==> src/rtl/pov_spi_rx_if.sv <==
// SPI pins, frame strobe and point-of-view results of the POV receiver.
// The host side (master) drives the SPI pins and tick; the receiver (slave) drives the results.
interface pov_spi_rx_if #(
  parameter int FW = 16
);
  logic          spi_sclk;
  logic          spi_mosi;
  logic          spi_csb;
  logic          tick;
  logic [FW-1:0] playerX;
  logic [FW-1:0] playerY;
  logic [FW-1:0] facingX;
  logic [FW-1:0] facingY;
  logic [FW-1:0] vplaneX;
  logic [FW-1:0] vplaneY;
  logic          pending;
  logic          loaded;
  logic          err;

  modport master (
    output spi_sclk, spi_mosi, spi_csb, tick,
    input  playerX, playerY, facingX, facingY, vplaneX, vplaneY,
    input  pending, loaded, err
  );

  modport slave (
    input  spi_sclk, spi_mosi, spi_csb, tick,
    output playerX, playerY, facingX, facingY, vplaneX, vplaneY,
    output pending, loaded, err
  );
endinterface

==> src/rtl/pov_spi_rx.sv <==
// SPI mode-0 receiver for the six Q6.10 point-of-view values.
// Completed frames are double-buffered and only reach the live outputs on the frame-start tick.
module pov_spi_rx #(
  parameter int          FW      = 16,
  parameter logic [15:0] PX_INIT = 16'h0600,
  parameter logic [15:0] PY_INIT = 16'h2E00,
  parameter logic [15:0] FX_INIT = 16'h0000,
  parameter logic [15:0] FY_INIT = 16'hFC00,
  parameter logic [15:0] VX_INIT = 16'h0200,
  parameter logic [15:0] VY_INIT = 16'h0000
) (
  input  logic         clk,
  input  logic         reset,
  pov_spi_rx_if.slave  bus
);
  localparam int NB = 6 * FW;
  localparam int CW = $clog2(NB + 1);

  typedef enum logic [2:0] {IDLE, SHIFT, FULL, OVER, COMMIT} state_t;

  logic          r_sclkMeta, r_sclkSync, r_sclkPrev;
  logic          r_mosiMeta, r_mosiSync;
  logic          r_csbMeta,  r_csbSync,  r_csbPrev;
  logic          w_sclkRise, w_csbRise;

  state_t        r_state, w_next;
  logic [CW-1:0] r_cnt;
  logic          w_shift, w_cntClr, w_commit, w_errSet, w_apply;

  logic [NB-1:0] r_sr;
  logic [NB-1:0] r_pendBuf;
  logic [NB-1:0] r_live;
  logic          r_pending, r_loaded, r_err;

  // The chip-select stages reset high so a held-low CSB looks like a fresh frame start.
  always_ff @(posedge clk or negedge reset) begin
    if (!reset) begin
      r_sclkMeta <= 1'b0;
      r_sclkSync <= 1'b0;
      r_sclkPrev <= 1'b0;
      r_mosiMeta <= 1'b0;
      r_mosiSync <= 1'b0;
      r_csbMeta  <= 1'b1;
      r_csbSync  <= 1'b1;
      r_csbPrev  <= 1'b1;
    end else begin
      r_sclkMeta <= bus.spi_sclk;
      r_sclkSync <= r_sclkMeta;
      r_sclkPrev <= r_sclkSync;
      r_mosiMeta <= bus.spi_mosi;
      r_mosiSync <= r_mosiMeta;
      r_csbMeta  <= bus.spi_csb;
      r_csbSync  <= r_csbMeta;
      r_csbPrev  <= r_csbSync;
    end
  end

  assign w_sclkRise = r_sclkSync & ~r_sclkPrev;
  assign w_csbRise  = r_csbSync & ~r_csbPrev;

  always_comb begin
    w_next   = r_state;
    w_shift  = 1'b0;
    w_cntClr = 1'b0;
    w_commit = 1'b0;
    w_errSet = 1'b0;
    case (r_state)
      IDLE: begin
        if (!r_csbSync) begin
          w_cntClr = 1'b1;
          w_next   = SHIFT;
        end
      end
      SHIFT: begin
        if (w_csbRise) begin
          w_errSet = 1'b1;
          w_next   = IDLE;
        end else if (w_sclkRise) begin
          w_shift = 1'b1;
          if (r_cnt == CW'(NB - 1)) w_next = FULL;
        end
      end
      FULL: begin
        if (w_csbRise)       w_next = COMMIT;
        else if (w_sclkRise) w_next = OVER;
      end
      OVER: begin
        if (w_csbRise) begin
          w_errSet = 1'b1;
          w_next   = IDLE;
        end
      end
      COMMIT: begin
        w_commit = 1'b1;
        w_next   = IDLE;
      end
      default: w_next = IDLE;
    endcase
  end

  assign w_apply = bus.tick & r_pending;

  always_ff @(posedge clk or negedge reset) begin
    if (!reset) begin
      r_state   <= IDLE;
      r_cnt     <= '0;
      r_pending <= 1'b0;
      r_loaded  <= 1'b0;
      r_err     <= 1'b0;
      r_live    <= {PX_INIT, PY_INIT, FX_INIT, FY_INIT, VX_INIT, VY_INIT};
    end else begin
      r_state  <= w_next;
      r_err    <= w_errSet;
      r_loaded <= w_apply;
      if (w_cntClr)     r_cnt <= '0;
      else if (w_shift) r_cnt <= r_cnt + CW'(1);
      // A commit landing on the tick cycle keeps the new frame pending for the next tick.
      if (w_commit)     r_pending <= 1'b1;
      else if (w_apply) r_pending <= 1'b0;
      if (w_apply)      r_live <= r_pendBuf;
    end
  end

  always_ff @(posedge clk) begin
    if (w_shift)  r_sr      <= {r_sr[NB-2:0], r_mosiSync};
    if (w_commit) r_pendBuf <= r_sr;
  end

  assign bus.playerX = r_live[6*FW-1 -: FW];
  assign bus.playerY = r_live[5*FW-1 -: FW];
  assign bus.facingX = r_live[4*FW-1 -: FW];
  assign bus.facingY = r_live[3*FW-1 -: FW];
  assign bus.vplaneX = r_live[2*FW-1 -: FW];
  assign bus.vplaneY = r_live[FW-1 -: FW];
  assign bus.pending = r_pending;
  assign bus.loaded  = r_loaded;
  assign bus.err     = r_err;
endmodule

==> src/flat_wrapper.sv <==
// flat-port wrapper written by rule: the top's interface ports become plain ports
module pov_spi_rx_flat 
#(
  parameter int          FW      = 16,
  parameter logic [15:0] PX_INIT = 16'h0600,
  parameter logic [15:0] PY_INIT = 16'h2E00,
  parameter logic [15:0] FX_INIT = 16'h0000,
  parameter logic [15:0] FY_INIT = 16'hFC00,
  parameter logic [15:0] VX_INIT = 16'h0200,
  parameter logic [15:0] VY_INIT = 16'h0000
)
  (clk, reset, bus_spi_sclk, bus_spi_mosi, bus_spi_csb, bus_tick, bus_playerX, bus_playerY, bus_facingX, bus_facingY, bus_vplaneX, bus_vplaneY, bus_pending, bus_loaded, bus_err);
  pov_spi_rx_if #(.FW(FW)) bus_i ();
  input  logic clk;
  input  logic reset;
  input wire logic [$bits(bus_i.spi_sclk)-1:0] bus_spi_sclk;
  input wire logic [$bits(bus_i.spi_mosi)-1:0] bus_spi_mosi;
  input wire logic [$bits(bus_i.spi_csb)-1:0] bus_spi_csb;
  input wire logic [$bits(bus_i.tick)-1:0] bus_tick;
  output wire logic [$bits(bus_i.playerX)-1:0] bus_playerX;
  output wire logic [$bits(bus_i.playerY)-1:0] bus_playerY;
  output wire logic [$bits(bus_i.facingX)-1:0] bus_facingX;
  output wire logic [$bits(bus_i.facingY)-1:0] bus_facingY;
  output wire logic [$bits(bus_i.vplaneX)-1:0] bus_vplaneX;
  output wire logic [$bits(bus_i.vplaneY)-1:0] bus_vplaneY;
  output wire logic [$bits(bus_i.pending)-1:0] bus_pending;
  output wire logic [$bits(bus_i.loaded)-1:0] bus_loaded;
  output wire logic [$bits(bus_i.err)-1:0] bus_err;
  assign bus_i.spi_sclk = bus_spi_sclk;
  assign bus_i.spi_mosi = bus_spi_mosi;
  assign bus_i.spi_csb = bus_spi_csb;
  assign bus_i.tick = bus_tick;
  assign bus_playerX = bus_i.playerX;
  assign bus_playerY = bus_i.playerY;
  assign bus_facingX = bus_i.facingX;
  assign bus_facingY = bus_i.facingY;
  assign bus_vplaneX = bus_i.vplaneX;
  assign bus_vplaneY = bus_i.vplaneY;
  assign bus_pending = bus_i.pending;
  assign bus_loaded = bus_i.loaded;
  assign bus_err = bus_i.err;
  pov_spi_rx #(.FW(FW), .PX_INIT(PX_INIT), .PY_INIT(PY_INIT), .FX_INIT(FX_INIT), .FY_INIT(FY_INIT), .VX_INIT(VX_INIT), .VY_INIT(VY_INIT)) u_core (.clk(clk), .reset(reset), .bus(bus_i));
endmodule
==> config.mk <==
export PLATFORM = sky130hd
export DESIGN_NAME = pov_spi_rx_flat
export DESIGN_NICKNAME = d
export VERILOG_FILES = /design/src/rtl/pov_spi_rx_if.sv /design/src/rtl/pov_spi_rx.sv /design/src/flat_wrapper.sv
export SDC_FILE = /design/constraint.sdc
export NUM_CORES = 1
export LEC_CHECK = 0
export CELL_PAD_IN_SITES_DETAIL_PLACEMENT = 1
export CELL_PAD_IN_SITES_GLOBAL_PLACEMENT = 1
export CORE_MARGIN = 2
export CORE_UTILIZATION = 46
export CTS_BUF_LIST = sky130_fd_sc_hd__clkbuf_2
export DETAILED_ROUTE_END_ITERATION = 10
export GPL_ROUTABILITY_DRIVEN = 0
export PLACE_DENSITY_LB_ADDON = 0.3
export SYNTH_ARGS = -nofsm -noshare
export SYNTH_HDL_FRONTEND = slang
export SYNTH_SLANG_ARGS = --single-unit
==> constraint.sdc <==
create_clock -name clk -period 26.1 [get_ports clk]
set_input_delay 5.22 -clock clk [delete_from_list [all_inputs] [get_ports clk]]
set_output_delay 5.22 -clock clk [all_outputs]
set_load 0.005 [all_outputs]
=== Word-level counts from Yosys, hierarchy flattened ===
Index checks and enable logic that the tools add are counted.

* $add $sub $neg: 1
* Multipliers: 0
* Div/mod/pow operators: 0
* Magnitude comparators: 0
* Equal/unequal tests: 10
* Shift-type cells: 0
* Muxes and demuxes: 20
* Bitwise gates (word level): 5
* Reductions and logical operators: 5

{| class="wikitable"
|+ Operator list
! cell !! number
|-
| two-way mux 3 bit || 7
|-
| two-way mux 7 bit || 2
|-
| one-hot mux 3 bit (4 select lines) || 1
|-
| two-way mux 1 bit || 10
|-
| != test 3 x 1 -> 1 bit, second input constant || 3
|-
| adder 7 x 1 -> 7 bit, second input constant || 1
|-
| == test 7 bit, second input constant || 1
|-
| == test 3 x 2 -> 1 bit, second input constant || 2
|-
| AND reduction 5 bit || 1
|-
| nonzero test 2 bit || 2
|-
| bitwise AND 1 bit || 3
|-
| == test 3 x 1 -> 1 bit, second input constant || 1
|-
| == test 3 bit, second input constant || 1
|-
| zero test 3 bit || 1
|-
| != test 2 x 1 -> 1 bit, second input constant || 1
|-
| != test 2 bit, second input constant || 1
|-
| inverter 1 bit || 2
|-
| OR reduction 2 bit || 1
|}

* Bits in registers: 309
* Bits in latches: 0
* Bits in writable memories: 0
* ROM bits: 0
* Output and inout bits: 99
* Logic and storage cells: 57
* Memories kept: 0

=== Logic depth before layout (Yosys ltp) ===
Gate-level depths: netlist of the first run.

* Depth in word-level cells: 7
* Gate-level depth with buffers: 6
* Gate-level depth less buffers: 5

=== Worst setup path after synthesis of the first run ===
Ideal clock, no wire load.

* Path type: register to register
* Start point: reg u_core.r_state[1]
* End point: reg u_core.r_pendBuf[0], enable pin
* Setup time: 0.691 ns
* Data arrival time: 7.506 ns
* Path slack: 17.903 ns
* Cell stages (with the launch flop): 3
* Period minus slack after synthesis: 8.197 ns
* Cells stage by stage: dfrtp_1 buf_6 nor3b_1

* Longest elaborated chain between the ends: 2

{| class="wikitable"
|+ Ends and longest elaborated chain
! element !! line !! source
|-
| from (decl) || pov_spi_rx.sv:26 || <nowiki>state_t r_state, w_next;</nowiki>
|-
| from (signal assigned) || pov_spi_rx.sv:112 || <nowiki>r_state <= w_next;</nowiki>
|-
| == test 3 bit || pov_spi_rx.sv:67 || <nowiki>case (r_state)</nowiki>
|-
| two-way mux 1 bit || pov_spi_rx.sv:67 ||
|-
| named net u_core.w_commit || pov_spi_rx.sv:28 || <nowiki>logic w_shift, w_cntClr, w_commit, w_errSet, w_apply;</nowiki>
|-
| to (signal assigned) || pov_spi_rx.sv:126 || <nowiki>if (w_commit) r_pendBuf <= r_sr;</nowiki>
|-
| to (decl) || pov_spi_rx.sv:31 || <nowiki>logic [NB-1:0] r_pendBuf;</nowiki>
|}

The timed path passes the listed nets, and every way through them passes these cells.
A chain may end at the register's enable or synchronous reset.

=== Worst setup path in the final report of the first run ===
* Start point: reg u_core.r_live[47]
* End point: out bus_facingY[15]

{| class="wikitable"
|+ RTL lines
! element !! line !! source
|-
| from (decl) || pov_spi_rx.sv:32 || <nowiki>logic [NB-1:0] r_live;</nowiki>
|-
| from (signal assigned) || pov_spi_rx.sv:110 || <nowiki>r_live <= {PX_INIT, PY_INIT, FX_INIT, FY_INIT, VX_INIT, VY_INIT};</nowiki>
|-
| from (signal assigned) || pov_spi_rx.sv:120 || <nowiki>if (w_apply) r_live <= r_pendBuf;</nowiki>
|-
| to (decl) || flat_wrapper.sv:23 || <nowiki>output wire logic [$bits(bus_i.facingY)-1:0] bus_facingY;</nowiki>
|}

No word-level cell between the ends.

==> flow_summary.ini, run 1 <==
[outcome]
outcome = finished, final reports clean

[setup_path]
r2r-end = u_core.r_sr[7]
cp.depth = 1
rrSetupSlack_ns = 23.06
crit_path_end = bus_facingY[15]
worstSetupStartpointType = flip-flop
crit_start = u_core.r_live[47]
critical-path-top-delay-family = flip-flops
arrival_ns = 1.88
cp_num_buf_inv = 1
critical_path.cell_chain = clkdlybuf4s50_1
slowest_delay_ns = 0.56
crit_required_ns = 20.88
endpoint_kind = output port
r2r_cells = 4
timing.rr.start = u_core.r_state[1]
path_class = reg -> out
cp_slowest_cell = dfstp_2
crit_fanout = 2

[power]
ir_drop_mv = 0.0440
total_power_mw = 1.27
p_leak_nw = 4.42
p_per_area_nw_per_um2 = 103

[sta]
fin_crit_sh_pct = 27.2
fin_worst_skew_ns = 0.0709
period_minus_slack_ns = 7.10
hold_viol = 0
tns_ns = 0
finalSetupViolCount = 0
max_freq_ghz = 0.141
slew_viol_final = 0
worst_slack_ns = 19.00
worst_pin_slew_ns = 1.08
slew_headroom_pct = 27.3
hold-worst-slack_ns = 0.376
rsz0062_at_grt = no

[clocking]
cts_hold_buf = 0
post_cts_resized = 0
cts.sinks = 309
htreeDepth = 3
post_cts_buffers = 0
clock_latency_ns = 0.81
clk_pin_slew_ns = 0.12
cts_buffer_depth = 3
cts_root_buf = clkbuf_2
tritoncts = built
cts_buffers = 77

[finish]
fin_nets = 650
final_core_util_pct = 56.8
multi_input_area_sq_um = 1410
register_area_sq_um = 8710
areaGrowthSynthToFinish_pct = 21.4
fillCellCount = 1977
drive_gt1_share_pct = 36.3
antenna_cells = 0

[routing]
avgViaCountPerCell = 4.89
antenna_left = 0
routed_wl_mm = 18.2
drtIter0Drc = 208
vias = 4818
wl_per_cell_microns = 18.5
drc_errors = 0
drt_pass1_iterations = 4

[floorplan]
coreArea_sq_um = 21800
rows = 54
start_util_pct = 46.8
die_w_microns = 153
dieArea_sq_um = 23300
ios = 105
dieHeight_microns = 153

[job]
drv_cap = 0

[global_routing]
grtUsageTotal_pct = 16.3
antenna_found_initial = 0
grt_pass1_vias = 5569
gr-total-overflow = 0
grt_pass1_wl_mm = 30.0
grt_max_degree = 77

[min_path]
hold_path_class = reg -> reg
hp-start = u_core.r_csbMeta
hold_depth = 0

[logic_synthesis]
synth.top_cell.area_share_pct = 56.7
syn_inst = 468
synth_area_sq_um = 10200
synth.distinct_cells = 33
syn_nets = 475
ys_seq_area_share_pct = 85.6
synth.area.top_cells = edfxtp_1 (57%), dfrtp_1 (25%), mux2_2 (11%)
synth_area_per_cell_sq_um = 21.7
ys.warnings.count = 0
synth-seq-cells = 309
synth_area_leader_cell = edfxtp_1

[place]
io_buffers = 104
dpl_worst_slack_ns = 18.56
dp_hpwl_mm = 10.5
## Yosys cell counts
cell type,instances
or3b_4,1
nor4_1,3
mux2i_1,1
and2_1,1
a21boi_0,1
dfrtp_1,101
nor2_1,6
and4_1,1
or3_1,3
clkbuf_1,9
dfstp_2,16
a31oi_1,1
nor3b_1,4
a211o_1,1
buf_6,1
nand2_1,4
o31ai_1,1
a21o_1,1
edfxtp_1,192
inv_1,2
xor2_1,1
mux2_2,97
nand3_1,2
or4_1,1
nor4b_1,1
ha_1,1
buf_2,1
a21oi_1,3
nor2b_1,2
xnor2_1,4
nand2b_1,1
buf_1,2
o21ai_0,2
## power breakdown
part	internal [mW]	switching [mW]
clock	0.165	0.185
combinational	0.175	0.0805
sequential	0.611	0.0519
total	0.951	0.318
## logic make-up after synthesis
group           after synthesis  synth area share (%)
flops                       309                  85.6
mux                          98                  10.8
simple gates                 30                  1.73
buf+inv                      15                 0.639
compound gates               10                 0.615
xor+xnor                      5                 0.430
fa+ha+maj                     1                 0.123
## state kept, by name, summed over array words and instances, names as in the netlist, 3 cells and up
register / count
u_core.r_pendBuf: 96
u_core.r_cnt: 7
u_core.r_state: 3
u_core.r_live: 96
u_core.r_sr: 96
## per-stage QoR
| step | area, sq um | instances |
|---|---|---|
| 2_1_floorplan | 10200 | 468 |
| 4_1_cts | 12400 | 985 |
| 3_5_place_dp | 11600 | 844 |
| 5_1_grt | 12400 | 985 |
| 3_3_place_gp | 11600 | 844 |
| 6_report | 12400 | 985 |
## worst reg2reg max path, stage by stage (launching register included)
cell and delay (ns):
dfrtp_1 0.49, or3b_4 0.45, or3_1 0.48, inv_4 0.33
buf_4 0.78
## final cells by class
cell class	count	share of cell area, %
clock buffers	125	5.06
clock inverters	16	1.40
well taps	280	2.84
inverters	2	0.0810
flip-flops and latches	309	70.5
multi-input cells	144	11.4
repair buffers	109	8.71
## worst min path at each step
| stage | end | slack, ns |
|---|---|---|
| finish | u_core.r_csbSync | 0.38 |
| global route | u_core.r_csbSync | 0.38 |
| CTS | u_core.r_mosiSync | 0.38 |
| detailed placement | u_core.r_mosiSync | 0.35 |
| global placement | u_core.r_mosiSync | 0.34 |
| floorplan | u_core.r_mosiSync | 0.33 |
## routing by layer
metal | part of all wire [%] | GRT usage (%)
met5 | 0 | 0
met2 | 50 | 25.6
met3 | 5.4 | 5.23
met1 | 43 | 21.7
met4 | 1.5 | 5.78
## placed cells by master (no fill, tap or decap), drive strengths merged, types with 4 or more instances in the layout
| cell type | Yosys | layout |
|---|---|---|
| nand2 | 4 | 4 |
| dfrtp | 101 | 101 |
| clkbuf | 9 | 125 |
| nor3b | 4 | 4 |
| bufinv | 0 | 4 |
| nor2 | 6 | 6 |
| mux2 | 97 | 97 |
| dfstp | 16 | 16 |
| edfxtp | 192 | 192 |
| xnor2 | 4 | 4 |
| clkinv | 0 | 11 |
| buf | 4 | 6 |
| clkdlybuf4s50 | 0 | 103 |
No activity file was read; power rests on OpenSTA's default activity.
==> run 2: changes to the inputs <==
==> constraint.sdc (replaced) <==
create_clock -name clk -period 6.83 [get_ports clk]
set_input_delay 1.366 -clock clk [delete_from_list [all_inputs] [get_ports clk]]
set_output_delay 1.366 -clock clk [all_outputs]
set_load 0.005 [all_outputs]
==> run 2 against run 1 <==
Effect of this change: worst setup slack got worse by 15 ns; wire length decreased by 2.1%; clock skew increased by 0.016 ns; largest cell class unchanged; final area decreased by 1.1%; clock-buffer cell count decreased by 11; sequential share of layout area increased by 0.79 points; clock power increased to 3.2 times the previous value; power increased to 3.7 times the previous value; critical path depth unchanged; first-iteration DRC count decreased by 14%; core utilization decreased by 0.63 points; critical endpoint unchanged; sequential power increased to 3.8 times the previous value.
==> flow_summary.ini, run 2 (same netlist as run 1, synthesis figures left out) <==
[finish]
mostFrequentLayoutCell = edfxtp_1
fin_nets = 647
reg_top3 = u_core.r_live: 96 flops, u_core.r_pendBuf: 96 flops, u_core.r_sr: 96 flops
stdcell_count = 980
drive_gt1_share_pct = 34.4
final_core_util_pct = 56.2
areaGrowthSynthToFinish_pct = 20.1
mostFrequentLayoutCells = edfxtp_1 (192), clkbuf_2 (114), clkdlybuf4s50_1 (103), dfrtp_1 (101), mux2_2 (97)
final_area_sq_um = 12200
antenna_cells = 0

[floorplan]
start_util_pct = 46.8
ios = 105
die_w_microns = 153
dieHeight_microns = 153
rows = 54
dieArea_sq_um = 23300
coreArea_sq_um = 21800

[place]
dpl_worst_slack_ns = 3.09
place_area_sq_um = 11600
dp_cells = 844
dp_hpwl_mm = 10.6
io_buffers = 104

[routing]
wl_per_cell_microns = 18.2
routed_wl_mm = 17.8
avgViaCountPerCell = 4.87
antenna_left = 0
drc_errors = 0
drt_pass1_iterations = 4
vias = 4775
drtIter0Drc = 178

[clocking]
cts.sinks = 309
clk_pin_slew_ns = 0.10
htreeDepth = 3
cts_buffers = 74
clock_latency_ns = 0.81
cts_buffer_depth = 3
post_cts_buffers = 0
tritoncts = built
cts_root_buf = clkbuf_2
post_cts_resized = 0
cts_hold_buf = 0

[sta]
rsz0062_at_grt = no
max_freq_ghz = 0.310
period_minus_slack_ns = 3.23
slew_headroom_pct = 27.0
hold-worst-slack_ns = 0.358
fin_worst_skew_ns = 0.0870
tns_ns = 0
worst_slack_ns = 3.60
slew_viol_final = 0
worst_pin_slew_ns = 1.09
hold_viol = 0
fin_crit_sh_pct = 47.3
finalSetupViolCount = 0

[global_routing]
grt_pass1_vias = 5334
grt_pass1_wl_mm = 29.1
grt_max_degree = 77
antenna_found_initial = 0
grtUsageTotal_pct = 15.9
gr-total-overflow = 0

[job]
drv_cap = 0

[setup_path]
worstSetupStartpointType = flip-flop
critical-path-top-delay-family = flip-flops
crit_required_ns = 5.46
path_class = reg -> out
arrival_ns = 1.86
cp_slowest_cell = dfstp_2
slowest_delay_ns = 0.57
cp_num_buf_inv = 1
crit_fanout = 2
endpoint_kind = output port
critical_path.cell_chain = clkdlybuf4s50_1

[power]
p_per_area_nw_per_um2 = 381
ir_drop_mv = 0.176
p_leak_nw = 4.33
total_power_mw = 4.65

[outcome]
outcome = finished, final reports clean

[min_path]
hold_path_class = reg -> reg
run 2: routing by layer:
layer | wire [microns] | up-vias | part of all wire, % | global-route usage (%)
met1 | 7790 | 2471 | 44 | 20.5
met4 | 286 | 0 | 1.6 | 6.75
met2 | 8900 | 124 | 50 | 25.4
li1 | - | 2156 | - | -
met5 | 0 | - | 0 | 0
met3 | 875 | 24 | 4.9 | 5.01
run 2: worst paths after layout:
kind | startpoint | endpoint | slack, ns | cells past startpoint
setup / recovery | u_core.r_live[47] | bus_facingY[15] | 3.60 | 1
hold / removal | u_core.r_csbMeta | u_core.r_csbSync | 0.36 | 0
setup reg to reg | u_core.r_state[1] | u_core.r_sr[59] | 3.79 | 4
hold reg to reg | u_core.r_csbMeta | u_core.r_csbSync | 0.36 | 0
max in group asynchronous | reset | u_core.r_live[79] | 4.84 | 2
min in group asynchronous | reset | u_core.r_live[14] | 0.63 | 1
run 2: report_power, final:
part / switching (mW) / internal, mW
clock network: 0.688 / 0.443
logic: 0.314 / 0.670
registers: 0.200 / 2.34
run 2: area by class of cell:
cell class,count,area (sq um)
fillers,2001,9540
clock inverters,22,85.1
multi-input cells,144,1410
clock buffers,114,571
flip-flops and latches,309,8710
repair buffers,109,1080
well taps,280,350
inverters,2,10.0
